**config.mk**
```make
export PLATFORM = sky130hd
export DESIGN_NAME = input_csr
export DESIGN_NICKNAME = d
export VERILOG_FILES = /design/src/rtl/input_csr.sv
export SDC_FILE = /design/constraint.sdc
export NUM_CORES = 1
export LEC_CHECK = 0
export CAP_MARGIN = 0
export CORE_ASPECT_RATIO = 1.1
export CORE_MARGIN = 2
export CORE_UTILIZATION = 35
export CTS_CLUSTER_SIZE = 20
export DETAILED_ROUTE_END_ITERATION = 6
export PLACE_DENSITY_LB_ADDON = 0.3
export SKIP_LAST_GASP = 1
export SLEW_MARGIN = 20
export SYNTH_ARGS = -nofsm -noshare
export SYNTH_HDL_FRONTEND = slang
export SYNTH_SLANG_ARGS = --single-unit
```
**constraint.sdc**
```tcl
create_clock -name clk_i -period 2.86 [get_ports clk_i]
set_input_delay 0.572 -clock clk_i [delete_from_list [all_inputs] [get_ports clk_i]]
set_output_delay 0.572 -clock clk_i [all_outputs]
set_load 0.01 [all_outputs]
```
**src/rtl/input_csr.sv**
```systemverilog
// input_csr: CSR-mapped receive byte FIFO at address 0x0FE with async active-high reset.
// Define INPUT_CSR_OVF_EN to add the sticky overflow flag on read-data bit 1.
module input_csr #(
    parameter int DEPTH = 4
) (
    input  logic        clk_i,
    input  logic        reset_i,
    input  logic [11:0] cadr_i,
    output logic        cvalid_o,
    output logic [63:0] cdat_o,
    input  logic [63:0] cdat_i,
    input  logic        coe_i,
    input  logic        cwe_i,
    input  logic [7:0]  rx_dat_i,
    input  logic        rx_stb_i,
    output logic        rx_ack_o
);
    localparam int AW = $clog2(DEPTH);
    localparam logic [AW:0] FULL_COUNT = (AW+1)'(DEPTH);

    logic [7:0]    mem_q [DEPTH];
    logic [AW-1:0] wptr_q, wptr_d;
    logic [AW-1:0] rptr_q, rptr_d;
    logic [AW:0]   count_q, count_d;
    logic          full, avail, push, pop, flush, ovf;
    logic [7:0]    head;

    assign cvalid_o = (cadr_i == 12'h0FE);
    assign full     = (count_q == FULL_COUNT);
    assign avail    = (count_q != '0);
    assign head     = avail ? mem_q[rptr_q] : 8'h00;
    // Ack is masked by reset itself so it drops the moment reset asserts, not at the next edge.
    assign rx_ack_o = rx_stb_i & ~full & ~reset_i;
    assign push     = rx_ack_o;
    assign pop      = cvalid_o & coe_i & avail;
    assign flush    = cvalid_o & cwe_i & cdat_i[0];
    assign cdat_o   = cvalid_o ? {52'd0, avail, head, 1'b1, ovf, 1'b0} : 64'd0;

    // NOTE: every signal written in always_comb gets a default first, so no path infers a latch.
    always_comb begin
        wptr_d  = wptr_q;
        rptr_d  = rptr_q;
        count_d = count_q;
        if (flush) begin
            wptr_d  = '0;
            rptr_d  = '0;
            count_d = '0;
        end else begin
            if (push) wptr_d = wptr_q + 1'b1;
            if (pop)  rptr_d = rptr_q + 1'b1;
            count_d = count_q + (AW+1)'(push) - (AW+1)'(pop);
        end
    end

    // NOTE: state flops use non-blocking assignments so every flop samples pre-edge values.
    always_ff @(posedge clk_i or posedge reset_i) begin
        if (reset_i) begin
            wptr_q  <= '0;
            rptr_q  <= '0;
            count_q <= '0;
        end else begin
            wptr_q  <= wptr_d;
            rptr_q  <= rptr_d;
            count_q <= count_d;
        end
    end

    // NOTE: the byte array has no reset; count gates the head, so stale bytes are never visible.
    always_ff @(posedge clk_i) begin
        if (push && !flush) mem_q[wptr_q] <= rx_dat_i;
    end

`ifdef INPUT_CSR_OVF_EN
    logic ovf_q, ovf_d;
    logic unused_cdat;

    // Set beats a same-cycle clear so a refused byte is never silently forgotten.
    always_comb begin
        ovf_d = ovf_q;
        if (cvalid_o & cwe_i & cdat_i[1]) ovf_d = 1'b0;
        if (rx_stb_i & full)              ovf_d = 1'b1;
    end

    always_ff @(posedge clk_i or posedge reset_i) begin
        if (reset_i) ovf_q <= 1'b0;
        else         ovf_q <= ovf_d;
    end

    assign ovf         = ovf_q;
    assign unused_cdat = ^cdat_i[63:2];
`else
    logic unused_cdat;

    assign ovf         = 1'b0;
    assign unused_cdat = ^cdat_i[63:1];
`endif
endmodule

```
==> results_dict.tcl, run 1 <==
set metrics [dict create \
    postSynthCellCount 161 \
    yosysWarnings 0 \
    root_buffer "clkbuf_8" \
    grt_pass1_wl_um 5190 \
    setup_viol 0 \
    grt_max_degree 13 \
    hold_ws_ps 592 \
    fin_skew_ps 7.30 \
    fillers 559 \
    hpwl_um 2460 \
    critPathRequiredTime_ps 3040 \
    cp_slowest_cell "or4_4" \
    worst_setup_path_start_kind "input pin" \
    diodes 0 \
    cp.buffers_inverters 3 \
    netlist_area_um2 2130 \
    cts_tree "done" \
    gp_congestion 0.688 \
    slew_headroom 0.600 \
    drt_iter0_drc 12 \
    fp.dieH_um 85.8 \
    grt_usage 0.104 \
    wire_per_inst_um 11.9 \
    grt_setup_unrepaired "true" \
    cts_max_level 2 \
    r2r_setup_slack_ps 390 \
    synth.distinct_cells 27 \
    hp-class "input pin to asynchronous set/reset pin" \
    crit_path_cell_trace "clkdlybuf4s50_1 > nand4bb_4 > or4_4 > nor2_4 > ha_4 > inv_2 > ha_4 > inv_2 > fa_2 > xor2_2 > xnor2_1 > nor2_1" \
    cts_made_buffers 5 \
    ys_seq_area_frac 0.533 \
    setup_tns_ps 0 \
    slowest_delay_ps 530 \
    first_pass_iters 3 \
    initial_core_util 0.365 \
    power_density_nw_per_um2 588 \
    ctsHoldBuffers 0 \
    via_per_inst 3.99 \
    core_um2 5840 \
    antenna_found_initial 0 \
    critPathKind "input pin to register" \
    synth_edf_count 32 \
    rows 29 \
    clockBufferDepth 2 \
    cellLeakagePower_nw 1.05 \
    io_pins 155 \
    drc_errors 0 \
    wl_um 3380 \
    num-nets-final 303 \
    max-vdd-ir-drop_uv 306 \
    grt_pass1_vias 1076 \
    clock_sinks 39 \
    layout-drive-gt1-share 0.227 \
    worst_slew_pin_slew_ps 601 \
    overflow 0 \
    areaGrowthSynthToFinish_pct 20.0 \
    avgSynthCellArea_um2 13.2 \
    worstPathArrival_ps 2960 \
    ant_nets 0 \
    placedCellCount 276 \
    port_buffers 37 \
    period_minus_slack_ps 2780 \
    cp-end-kind "register" \
    status "complete, no violations" \
    synth-seq-cells 39 \
    clk_pin_slew_ps 70 \
    dieArea_um2 6730 \
    min_period_over_period 0.973 \
    synthArstFlopShare 0.179 \
    synthFlopType "edfxtp_1" \
    hold_viol 0 \
    worstPathMaxFanout 3 \
    drv_cap 0 \
    clkLatencyLatePin_ps 290 \
    die_x_um 78.4 \
    final_cells 284 \
    fmax_ghz 0.359 \
    crit_family "simple AND/OR/NAND/NOR gates" \
    vias 1134 \
    slew_viol_final 0 \
]
==> tightest hold or removal path, stage by stage <==
cell and delay [ps]:
clkdlybuf4s50_1 400, inv_1 80, buf_4 170
==> layout by cell type, fill, tap and decap left out, types with 5 or more instances in the layout <==
master / count
inv_1: 7
clkdlybuf4s50_1: 18
edfxtp_1: 32
buf_4: 5
nor2b_1: 8
dlygate4sd2_1: 6
buf_2: 10
mux4_2: 8
conb_1: 54
dfrtp_1: 7
clkbuf_8: 5
==> registers in the layout (all words and copies together) (netlist names) <==
name / cells
wptr_q: 2
rptr_q: 2
count_q: 3
mem_q: 32
==> metal layers <==
layer | wire [um] | vias to the layer above | global-route usage
met1 | 1320 | 539 | 0.119
met3 | 171 | 7 | 0.0253
met4 | 72 | 0 | 0.0622
li1 | - | 534 | -
met2 | 1820 | 54 | 0.177
met5 | 0 | - | 0
==> metrics by stage <==
step	setup slack [ps]	power (W)	cell area (um2)	util
after CTS	1.27	0.00151	2520	0.432
after global placement	-541	0.00104	2420	0.414
final	77.4	0.00150	2560	0.438
after detailed placement	-547	0.00105	2420	0.414
after global routing	-25.2	0.00159	2560	0.438
after floorplan	-190	0.00101	2340	-
==> cell families after synthesis <==
kind of cell / count (synthesis) / synth area share
and+or+nand+nor: 30 / 0.0898
xor gates and xnor gates: 3 / 0.0123
DFF: 39 / 0.533
muxes: 9 / 0.0893
buffers and inverters: 67 / 0.215
other: 1 / 0.00176
adders and majority gates: 7 / 0.0446
AOI/OAI and AO/OA: 5 / 0.0141
==> synth_stat cells, drive strengths merged (2+ instances only) <==
library cell | number | share of area
ha | 6 | 0.035
o21ai | 2 | 0.0047
or3 | 2 | 0.0059
nor3 | 2 | 0.0047
nor2 | 5 | 0.0088
nand2 | 2 | 0.0035
and2 | 4 | 0.012
dfrtp | 7 | 0.082
xnor2 | 2 | 0.0082
a21oi | 2 | 0.0047
mux4 | 8 | 0.085
nor2b | 10 | 0.029
edfxtp | 32 | 0.45
inv | 9 | 0.016
buf | 57 | 0.20
==> repair_timing <==
| action | in CTS | in global routing |
|---|---|---|
| pin swaps | 8 | 7 |
| setup endpoints to repair | 13 | 4 |
| gates resized for setup | 57 | 5 |
| buffers inserted | 1 | 0 |
==> final timing paths <==
kind / from / to / cells after the start
max: cadr_i[5] / count_q[2]$_DFF_PP0_ / 12
min: reset_i / count_q[1]$_DFF_PP0_ / 3
max reg2reg: count_q[1]$_DFF_PP0_ / count_q[2]$_DFF_PP0_ / 11
min reg2reg: wptr_q[1]$_DFFE_PP0P_ / wptr_q[1]$_DFFE_PP0P_ / 2
max in group asynchronous: reset_i / wptr_q[1]$_DFFE_PP0P_ / 3
min in group clk_i: wptr_q[1]$_DFFE_PP0P_ / wptr_q[1]$_DFFE_PP0P_ / 2
==> cell type report <==
cell class / instances / area (um2) / area share
multi-input combinational: 108 / 805 / 0.315
clock inverter: 2 / 37.5 / 0.0147
timing repair buffer: 44 / 379 / 0.148
sequential: 39 / 1140 / 0.444
tap: 77 / 96.3 / 0.0377
clock buffer: 5 / 68.8 / 0.0269
inverter: 9 / 33.8 / 0.0132
==> power by group <==
part / switching [W] / internal [W]
clock: 0.000185 / 0.000255
sequential: 0.0000548 / 0.000706
combinational: 0.000163 / 0.000140
No activity file was read; power rests on OpenSTA's default activity.
==> run 2: changes to the inputs <==
--- a/config.mk
+++ b/config.mk
@@ -9,7 +9,7 @@
 export CORE_ASPECT_RATIO = 1.1
 export CORE_MARGIN = 2
 export CORE_UTILIZATION = 35
-export CTS_CLUSTER_SIZE = 20
+export CTS_CLUSTER_SIZE = 12
 export DETAILED_ROUTE_END_ITERATION = 6
 export PLACE_DENSITY_LB_ADDON = 0.3
 export SKIP_LAST_GASP = 1
==> results of run 2 <==
No change in the layout: final DEF, timing and power equal those of run 1.
